--- src/rtl/fpu_pkg.sv ---
// Shared single-precision field widths, integer limits and classify helpers for the FPU datapaths.
package fpu_pkg;

  localparam int F32_EXP_W = 8;
  localparam int F32_MAN_W = 23;
  localparam int F32_BIAS  = 127;

  localparam logic [31:0] INT32_MAX = 32'h7FFF_FFFF;
  localparam logic [31:0] INT32_MIN = 32'h8000_0000;

  // Biased exponents that bound the ftoi alignment regions.
  localparam logic [F32_EXP_W-1:0] E_HALF = 8'(F32_BIAS - 1);
  localparam logic [F32_EXP_W-1:0] E_ONE  = 8'(F32_BIAS);
  localparam logic [F32_EXP_W-1:0] E_INT  = 8'(F32_BIAS + F32_MAN_W);
  localparam logic [F32_EXP_W-1:0] E_SAT  = 8'(F32_BIAS + 31);

  typedef struct packed {
    logic                 s;
    logic [F32_EXP_W-1:0] e;
    logic [F32_MAN_W:0]   mant;
    logic                 nan;
    logic                 inf;
    logic                 zero;
  } ftoi_s1_t;

  typedef struct packed {
    logic        s;
    logic [31:0] mag;
    logic        guard;
    logic        sat;
    logic        nan;
  } ftoi_s2_t;

  function automatic logic f32_is_nan(input logic [31:0] f);
    return (f[30:23] == 8'hFF) && (f[22:0] != 23'd0);
  endfunction

  function automatic logic f32_is_inf(input logic [31:0] f);
    return (f[30:23] == 8'hFF) && (f[22:0] == 23'd0);
  endfunction

endpackage

--- src/rtl/ftoi_round.sv ---
// Final ftoi stage: round the aligned magnitude, apply the sign and saturate specials.
module ftoi_round
  import fpu_pkg::*;
#(
  parameter bit ROUND_NEAREST = 1'b1
) (
  input  logic        s_i,
  input  logic [31:0] mag_i,
  input  logic        guard_i,
  input  logic        sat_i,
  input  logic        nan_i,
  output logic [31:0] y_o,
  output logic        ovf_o
);

  logic [31:0] r_s;

  // Round, negate, or saturate; NaN always saturates to the positive limit.
  always_comb begin
    r_s   = mag_i + ((ROUND_NEAREST && guard_i) ? 32'd1 : 32'd0);
    y_o   = 32'd0;
    ovf_o = 1'b0;
    if (sat_i) begin
      y_o   = (nan_i || !s_i) ? INT32_MAX : INT32_MIN;
      ovf_o = 1'b1;
    end else begin
      y_o   = s_i ? (32'd0 - r_s) : r_s;
      ovf_o = 1'b0;
    end
  end

endmodule

--- src/rtl/ftoi_pipe.sv ---
// Three-stage float32 -> int32 converter (unpack, align, round) with a valid/ready stream on both sides.
module ftoi_pipe
  import fpu_pkg::*;
#(
  parameter bit ROUND_NEAREST = 1'b1
) (
  input  logic        clk,
  input  logic        rst,
  input  logic        in_valid,
  output logic        in_ready,
  input  logic [31:0] x,
  output logic        out_valid,
  input  logic        out_ready,
  output logic [31:0] y,
  output logic        ovf
);

  logic        v1_q, v2_q, v3_q;
  logic        load1_s, load2_s, load3_s;
  ftoi_s1_t    s1_q, s1_d;
  ftoi_s2_t    s2_q, s2_d;
  logic [31:0] y_q, y_d;
  logic        ovf_q, ovf_d;
  logic [3:0]  lsh_s;
  logic [4:0]  rsh_s;

  // Ready chain: a stage may load when empty or when the stage after it is loading.
  always_comb begin
    load3_s = !v3_q || out_ready;
    load2_s = !v2_q || load3_s;
    load1_s = !v1_q || load2_s;
  end

  assign in_ready  = load1_s;
  assign out_valid = v3_q;
  assign y         = y_q;
  assign ovf       = ovf_q;

  // S1 unpack and classify.
  always_comb begin
    s1_d.s    = x[31];
    s1_d.e    = x[30:23];
    s1_d.mant = {1'b1, x[22:0]};
    s1_d.nan  = f32_is_nan(x);
    s1_d.inf  = f32_is_inf(x);
    s1_d.zero = (x[30:23] == 8'd0);
  end

  // S2 align: left shift for large exponents, right shift with guard bit otherwise.
  always_comb begin
    s2_d.s     = s1_q.s;
    s2_d.nan   = s1_q.nan;
    s2_d.mag   = 32'd0;
    s2_d.guard = 1'b0;
    lsh_s      = 4'(s1_q.e - E_INT);
    rsh_s      = 5'(E_INT - s1_q.e);
    // -2^31 exactly lands on e == E_SAT but is representable, so it is carved out.
    s2_d.sat   = s1_q.nan || s1_q.inf ||
                 ((s1_q.e >= E_SAT) && !(s1_q.s && (s1_q.e == E_SAT) && (s1_q.mant == 24'h80_0000)));
    if (s1_q.zero) begin
      s2_d.mag   = 32'd0;
      s2_d.guard = 1'b0;
    end else if (s1_q.e >= E_INT) begin
      if (s1_q.e <= E_SAT) begin
        s2_d.mag = {8'd0, s1_q.mant} << lsh_s;
      end else begin
        s2_d.mag = 32'd0;
      end
    end else if (s1_q.e >= E_ONE) begin
      s2_d.mag   = {8'd0, s1_q.mant} >> rsh_s;
      s2_d.guard = s1_q.mant[rsh_s - 5'd1];
    end else if (s1_q.e == E_HALF) begin
      s2_d.mag   = 32'd0;
      s2_d.guard = 1'b1;
    end else begin
      s2_d.mag   = 32'd0;
      s2_d.guard = 1'b0;
    end
  end

  ftoi_round #(
    .ROUND_NEAREST(ROUND_NEAREST)
  ) u_round (
    .s_i    (s2_q.s),
    .mag_i  (s2_q.mag),
    .guard_i(s2_q.guard),
    .sat_i  (s2_q.sat),
    .nan_i  (s2_q.nan),
    .y_o    (y_d),
    .ovf_o  (ovf_d)
  );

  // Stage registers; each stage holds its contents while the next one stalls.
  always_ff @(posedge clk) begin
    if (rst) begin
      v1_q  <= 1'b0;
      v2_q  <= 1'b0;
      v3_q  <= 1'b0;
      s1_q  <= '0;
      s2_q  <= '0;
      y_q   <= 32'd0;
      ovf_q <= 1'b0;
    end else begin
      if (load1_s) begin
        v1_q <= in_valid;
        s1_q <= s1_d;
      end
      if (load2_s) begin
        v2_q <= v1_q;
        s2_q <= s2_d;
      end
      if (load3_s) begin
        v3_q  <= v2_q;
        y_q   <= y_d;
        ovf_q <= ovf_d;
      end
    end
  end

endmodule

--- config.mk ---
export PLATFORM = sky130hd
export DESIGN_NAME = ftoi_pipe
export DESIGN_NICKNAME = d
export VERILOG_FILES = /design/src/rtl/fpu_pkg.sv /design/src/rtl/ftoi_round.sv /design/src/rtl/ftoi_pipe.sv
export SDC_FILE = /design/constraint.sdc
export NUM_CORES = 1
export LEC_CHECK = 0
export CAP_MARGIN = 5
export CORE_ASPECT_RATIO = 1.5
export CORE_MARGIN = 2
export CORE_UTILIZATION = 55
export DETAILED_ROUTE_END_ITERATION = 6
export GPL_ROUTABILITY_DRIVEN = 0
export PLACE_DENSITY = 0.76
export SYNTH_ARGS = -nofsm -noshare
export SYNTH_HDL_FRONTEND = slang
export SYNTH_SLANG_ARGS = --single-unit
--- constraint.sdc ---
create_clock -name clk -period 5.1 [get_ports clk]
set_input_delay 1.275 -clock clk [delete_from_list [all_inputs] [get_ports clk]]
set_output_delay 1.275 -clock clk [all_outputs]
set_load 0.05 [all_outputs]
# Word level (Yosys, flattened, before mapping)
# Index checks and enable logic that the tools add are counted.
[word_totals] word_cells=64 regBits=108 in_bits=36 out_inout_bits=35
[classes] mux=13 n_eq_ne=4 order_cmp=5 reduce_logical=19 addsub=5 shift=2
[op_table] cell="$mux 32" n=5
[op_table] cell="$mux 33" n=2
[op_table] cell="$add 32x32->32" n=1
[op_table] cell="$shl 24x4->32" n=1
[op_table] cell="$shr 24x5->32" n=1
[op_table] cell="$sub 1x32->32 const A" n=1
[op_table] cell="$eq 24x24->1 const B" n=1
[op_table] cell="$logic_not 23->1" n=1
[op_table] cell="$reduce_bool 23->1" n=1
[op_table] cell="$eq 8x8->1 const B" n=2
[op_table] cell="$ge 8x8->1 const B" n=2
[op_table] cell="$eq 8x7->1 const B" n=1
[op_table] cell="$ge 8x7->1 const B" n=1
[op_table] cell="$le 8x8->1 const B" n=1
[op_table] cell="$logic_not 8->1" n=1
[op_table] cell="$logic_or 1x1->1" n=6
[op_table] cell="$lt 5x6->1 const B" n=1
[op_table] cell="$bmux 1 s5" n=1
[op_table] cell="$logic_and 1x1->1" n=5
[op_table] cell="$logic_not 1->1" n=5
[op_table] cell="$mux 1" n=5
[op_table] cell="$sub 5x1->5 const B" n=1
[op_table] cell="$sub 5x5->5 const A" n=1
[op_table] cell="$sub 4x3->4 const B" n=1

# Logic depth before layout (Yosys ltp)
[depth] ltp_word=7 mapped_depth=14 mapped_depth_nobuf=10

# Cells and area by module
# Synthesis repeated with hierarchy kept, for this count alone.
[unflattened] cells_unflattened=1270 area_unflattened_um2=9344.0
[by_module_without_submodules] mod="ftoi_pipe" instances=1 seq_area_each_um2=2162.1 cells_per_inst=928 area_per_inst_um2=6998.0
[by_module_without_submodules] mod="ftoi_round" instances=1 seq_area_each_um2=0.0 cells_per_inst=342 area_per_inst_um2=2346.0

# Worst setup path before layout
# Ideal clock, no wire load.
[synth_timing] path_type="in2out" start="input port out_ready" end="output port in_ready" n_path_buf=2 path_slack_ns=1.428 required_ns=3.825 t_arrival_ns=2.397 path_stages=5 path_cell_list="nor2b_1 > clkbuf_1 > and3_1 > clkinv_1 > clkbuf_1"
[synth_via] elab_chain_cells=3
[synth_lines] element="start, declared" line_no="ftoi_pipe.sv:13" rtl="input logic out_ready,"
[synth_lines] element="$logic_or 1x1->1" line_no="ftoi_pipe.sv:29" rtl="load3_s = !v3_q || out_ready;"
[synth_lines] element="$logic_or 1x1->1" line_no="ftoi_pipe.sv:30" rtl="load2_s = !v2_q || load3_s;"
[synth_lines] element="$logic_or 1x1->1" line_no="ftoi_pipe.sv:31" rtl="load1_s = !v1_q || load2_s;"
[synth_lines] element="end, declared" line_no="ftoi_pipe.sv:10" rtl="output logic in_ready,"
# Every way passes these cells.

# Worst setup path in the final report
[layout_timing] start="register s2_q[2] in the netlist's numbering" end="register y_q[30] (netlist: y[30])"
[layout_via] elab_chain_cells=5
[layout_lines] element="start, declared" line_no="ftoi_pipe.sv:21" rtl="ftoi_s2_t s2_q, s2_d;"
[layout_lines] element="start signal, assigned" line_no="ftoi_pipe.sv:100" rtl="s2_q <= '0;"
[layout_lines] element="start signal, assigned" line_no="ftoi_pipe.sv:110" rtl="s2_q <= s2_d;"
[layout_lines] element="$mux 1 (*)" line_no="ftoi_round.sv:20" rtl="r_s = mag_i + ((ROUND_NEAREST && guard_i) ? 32'd1 : 32'd0);"
[layout_lines] element="$add 32x32->32 (*)" line_no="ftoi_round.sv:20"
[layout_lines] element="$sub 1x32->32" line_no="ftoi_round.sv:27" rtl="y_o = s_i ? (32'd0 - r_s) : r_s;"
[layout_lines] element="$mux 32 (*)" line_no="ftoi_round.sv:27"
[layout_lines] element="$mux 32 (*)" line_no="ftoi_round.sv:23" rtl="if (sat_i) begin"
[layout_lines] element="end signal, assigned" line_no="ftoi_pipe.sv:114" rtl="y_q <= y_d;"
[layout_lines] element="end, declared" line_no="ftoi_pipe.sv:22" rtl="logic [31:0] y_q, y_d;"
# Every way passes the cells marked *; elsewhere a longest branch is shown, timed or not.
# A chain may end at the register's enable or synchronous reset.

==> results.json <==
{
  "status": "complete, no violations",
  "clkPwrFrac": 0.308,
  "mostFrequentLayoutCell": "nand2_1",
  "period_minus_slack_ns": 3.984,
  "grt_usage": 0.2760,
  "final-setup-viol-count": 0,
  "core_um2": 15630,
  "clk_path_buf_depth": 2,
  "max_cap_viol_count": 0,
  "cp_slowest_cell": "or4b_4",
  "cts_setup_buffers": 0,
  "busiest_layer": "met2",
  "die_y_um": 158.7,
  "wl_per_cell_um": 17.04,
  "cts_tree": "built",
  "die-width_um": 107.1,
  "r2r_setup_slack_ns": 1.12,
  "postRouteAntennaNets": 0,
  "grt_max_degree": 77,
  "ir_worst_vdd_uv": 195.3,
  "synthFlopType": "dfxtp_1",
  "overflow": 0,
  "hold_path_class": "flip-flop to flip-flop",
  "rsz0062_at_grt": "false",
  "synth_top_area_cell": "dfxtp_1",
  "p_comb_frac": 0.289,
  "cp.depth": 10,
  "p_leak_nw": 3.618,
  "switchingPower_mw": 0.8015,
  "cp-startpoint": "s2_q[2]",
  "postLayoutCoreUtil": 0.6249,
  "clkTransAtPathRegs_ns": 0.08,
  "grt_pass1_wl_mm": 38.54,
  "synth_edf_count": 0,
  "cts.repair.resized": 0,
  "cts.sinks": 108,
  "period_share": 0.7813,
  "cp_cell_sequence": "ha_1 > ha_1 > nand3_2 > o31a_1 > nor2_1 > or4b_4 > or3_1 > or3_1 > or4_1 > a311oi_1",
  "htree_levels": 3,
  "cp_max_fo": 12,
  "netlist_top_cells_area": "dfxtp_1, nand2_1, mux2i_1",
  "design.die.area_um2": 17000,
  "endpoint": "y[30]",
  "crit_type": "flip-flop to flip-flop",
  "met3_usage": 0.03070,
  "drt-initial-drc-count": 619,
  "detail_route.first_pass.iterations": 5,
  "n_fill_cell": 1449,
  "placementRows": 56,
  "sw_frac_of_total": 0.3406,
  "grt_pass1_vias": 7979,
  "vias": 8605,
  "power.internal_mw": 1.552,
  "final_max_slew_viol_count": 0,
  "layout_common_cells": "nand2_1, dfxtp_1, nor2_1",
  "syn_inst": 1161,
  "netlist_area_um2": 8775,
  "cp_data_arrival_time_ns": 4.26,
  "yosysWarnings": 0,
  "grt_use_met1": 0.3106,
  "tightest_slew_ns": 1.154,
  "seq_area_frac_synth": 0.2464,
  "wirelength_mm": 23.21,
  "drive_above_1_share": 0.08110,
  "grt_util_met2": 0.5015,
  "synth_fp_nets": 1206,
  "drc_errors": 0,
  "synthToLayoutAreaGrowth_pct": 11.28,
  "critPathCaptureType": "flip-flop",
  "final_nets": 1200,
  "r2r-start": "s2_q[2]",
  "syn_area_per_cell_um2": 7.558,
  "cp_data_required_time_ns": 5.38,
  "initial_core_util": 0.5616,
  "max_freq_mhz": 251.0,
  "async_reset_ff_frac": 0,
  "hold_buffers": 0,
  "relSlewSlack": 0.2248,
  "clockRootBuffer": "clkbuf_16",
  "r2r.worst_path.cells": 10,
  "p_seq_frac": 0.403,
  "skew_ns": 0.01177,
  "grt_antenna_before_repair": 0,
  "p_per_area_nw_per_um2": 241.0,
  "synth.top_cell.area_share": 0.2464,
  "numPortBuffers": 70,
  "viasPerCell": 6.318,
  "dp_hpwl_mm": 17.45,
  "ios": 71,
  "critPathMaxStageDelay_ns": 0.52,
  "clock_latency_ns": 0.36,
  "worstSetupStartpointType": "flip-flop",
  "synth.ff_latch_count": 108,
  "diodes": 0,
  "ys_types": 76,
  "r2r_end": "y[30]",
  "crit_family": "simple AND/OR/NAND/NOR gates",
  "hold_viol": 0,
  "cts_buffers": 9,
  "path_buf_inv": 0,
  "finalSetupTns_ns": 0
}
[registers in the layout, indices dropped and copies added (netlist names)]
signal     flops
s1_q          36
v1_q           1
ovf            1
v2_q           1
y             32
out_valid      1
s2_q          36
[worst reg2reg max path, stage by stage (launching register included)]
cell and delay (ns):
dfxtp_1 0.37, ha_1 0.29, ha_1 0.36, nand3_2 0.28
o31a_1 0.40, nor2_1 0.17, or4b_4 0.52, or3_1 0.52
or3_1 0.36, or4_1 0.40, a311oi_1 0.25
[metrics by stage]
stage          instance area [µm²]  worst slack, ns  total power, mW  std cells  hold WS (ns)
6_report                      9764            1.116            2.353       1362        0.4546
5_1_grt                       9764           0.8202            2.464       1362        0.4702
3_5_place_dp                  9467            1.109            1.635       1347        0.4452
4_1_cts                       9764            1.114            2.355       1362        0.4559
2_1_floorplan                 8775            1.428            1.453       1161        0.4267
3_3_place_gp                  9467            1.213            1.626       1347        0.4374
[synthesized netlist by cell type, types with 7 or more instances]
cell	n
nand2_1	174
or3_1	7
nor2_1	97
o21a_1	15
buf_1	10
xnor2_1	35
o22ai_1	16
o21ai_0	35
o31a_1	9
a22oi_1	9
o211ai_1	14
nor3_1	55
and2_1	13
mux4_2	25
xor2_1	24
and3_1	14
ha_1	9
a211oi_1	22
nand4_1	19
a32oi_1	13
inv_1	8
mux2i_1	63
buf_2	9
nand3_1	33
nor4_1	22
clkbuf_1	87
nor2b_1	9
a21oi_1	94
nand2b_1	10
dfxtp_1	108
a31oi_1	10
[final cells by class]
| class | instances | area, µm² | area share |
|---|---|---|---|
| multi-input cells | 933 | 6142 | 0.6290 |
| flip-flops and latches | 108 | 2165 | 0.2217 |
| repair buffers | 93 | 868.3 | 0.08893 |
| well taps | 203 | 254.0 | 0.02601 |
| clock buffers | 9 | 225.2 | 0.02307 |
| clock inverters | 6 | 72.57 | 0.007432 |
| inverters | 10 | 37.54 | 0.003844 |
[layer usage]
layer	up-vias	routed length, µm
met5	-	0
met4	0	1140
met3	86	1057
met2	342	11800
met1	3938	9218
li1	4239	-
[power groups by stage]
stage | Clock [mW] | Sequential [mW] | Combinational [mW]
floorplan | 0 | 0.998 | 0.454
global placement | 0 | 0.964 | 0.662
detailed placement | 0 | 0.967 | 0.669
CTS | 0.736 | 0.947 | 0.672
global route | 0.772 | 0.956 | 0.736
finish | 0.725 | 0.948 | 0.680
[worst min path at each step]
stage	cells past startpoint	start	slack, ns	to
CTS	2	ovf	0.46	ovf
global placement	2	ovf	0.44	ovf
detailed placement	2	ovf	0.45	ovf
finish	2	ovf	0.45	ovf
global route	2	s2_q[0]	0.47	s2_q[0]
floorplan	2	s2_q[0]	0.43	s2_q[0]
[kinds of logic (layout without fill, tap and decap cells)]
logic type | Yosys count | in the layout | share of synthesized area
simple gates | 491 | 491 | 0.2741
compound gates | 280 | 280 | 0.2085
buf+inv | 120 | 118 | 0.05561
flops | 108 | 108 | 0.2464
mux | 94 | 94 | 0.1437
xor+xnor | 59 | 59 | 0.05889
fa+ha+maj | 9 | 9 | 0.01283
No activity file was read; power rests on OpenSTA's default activity.
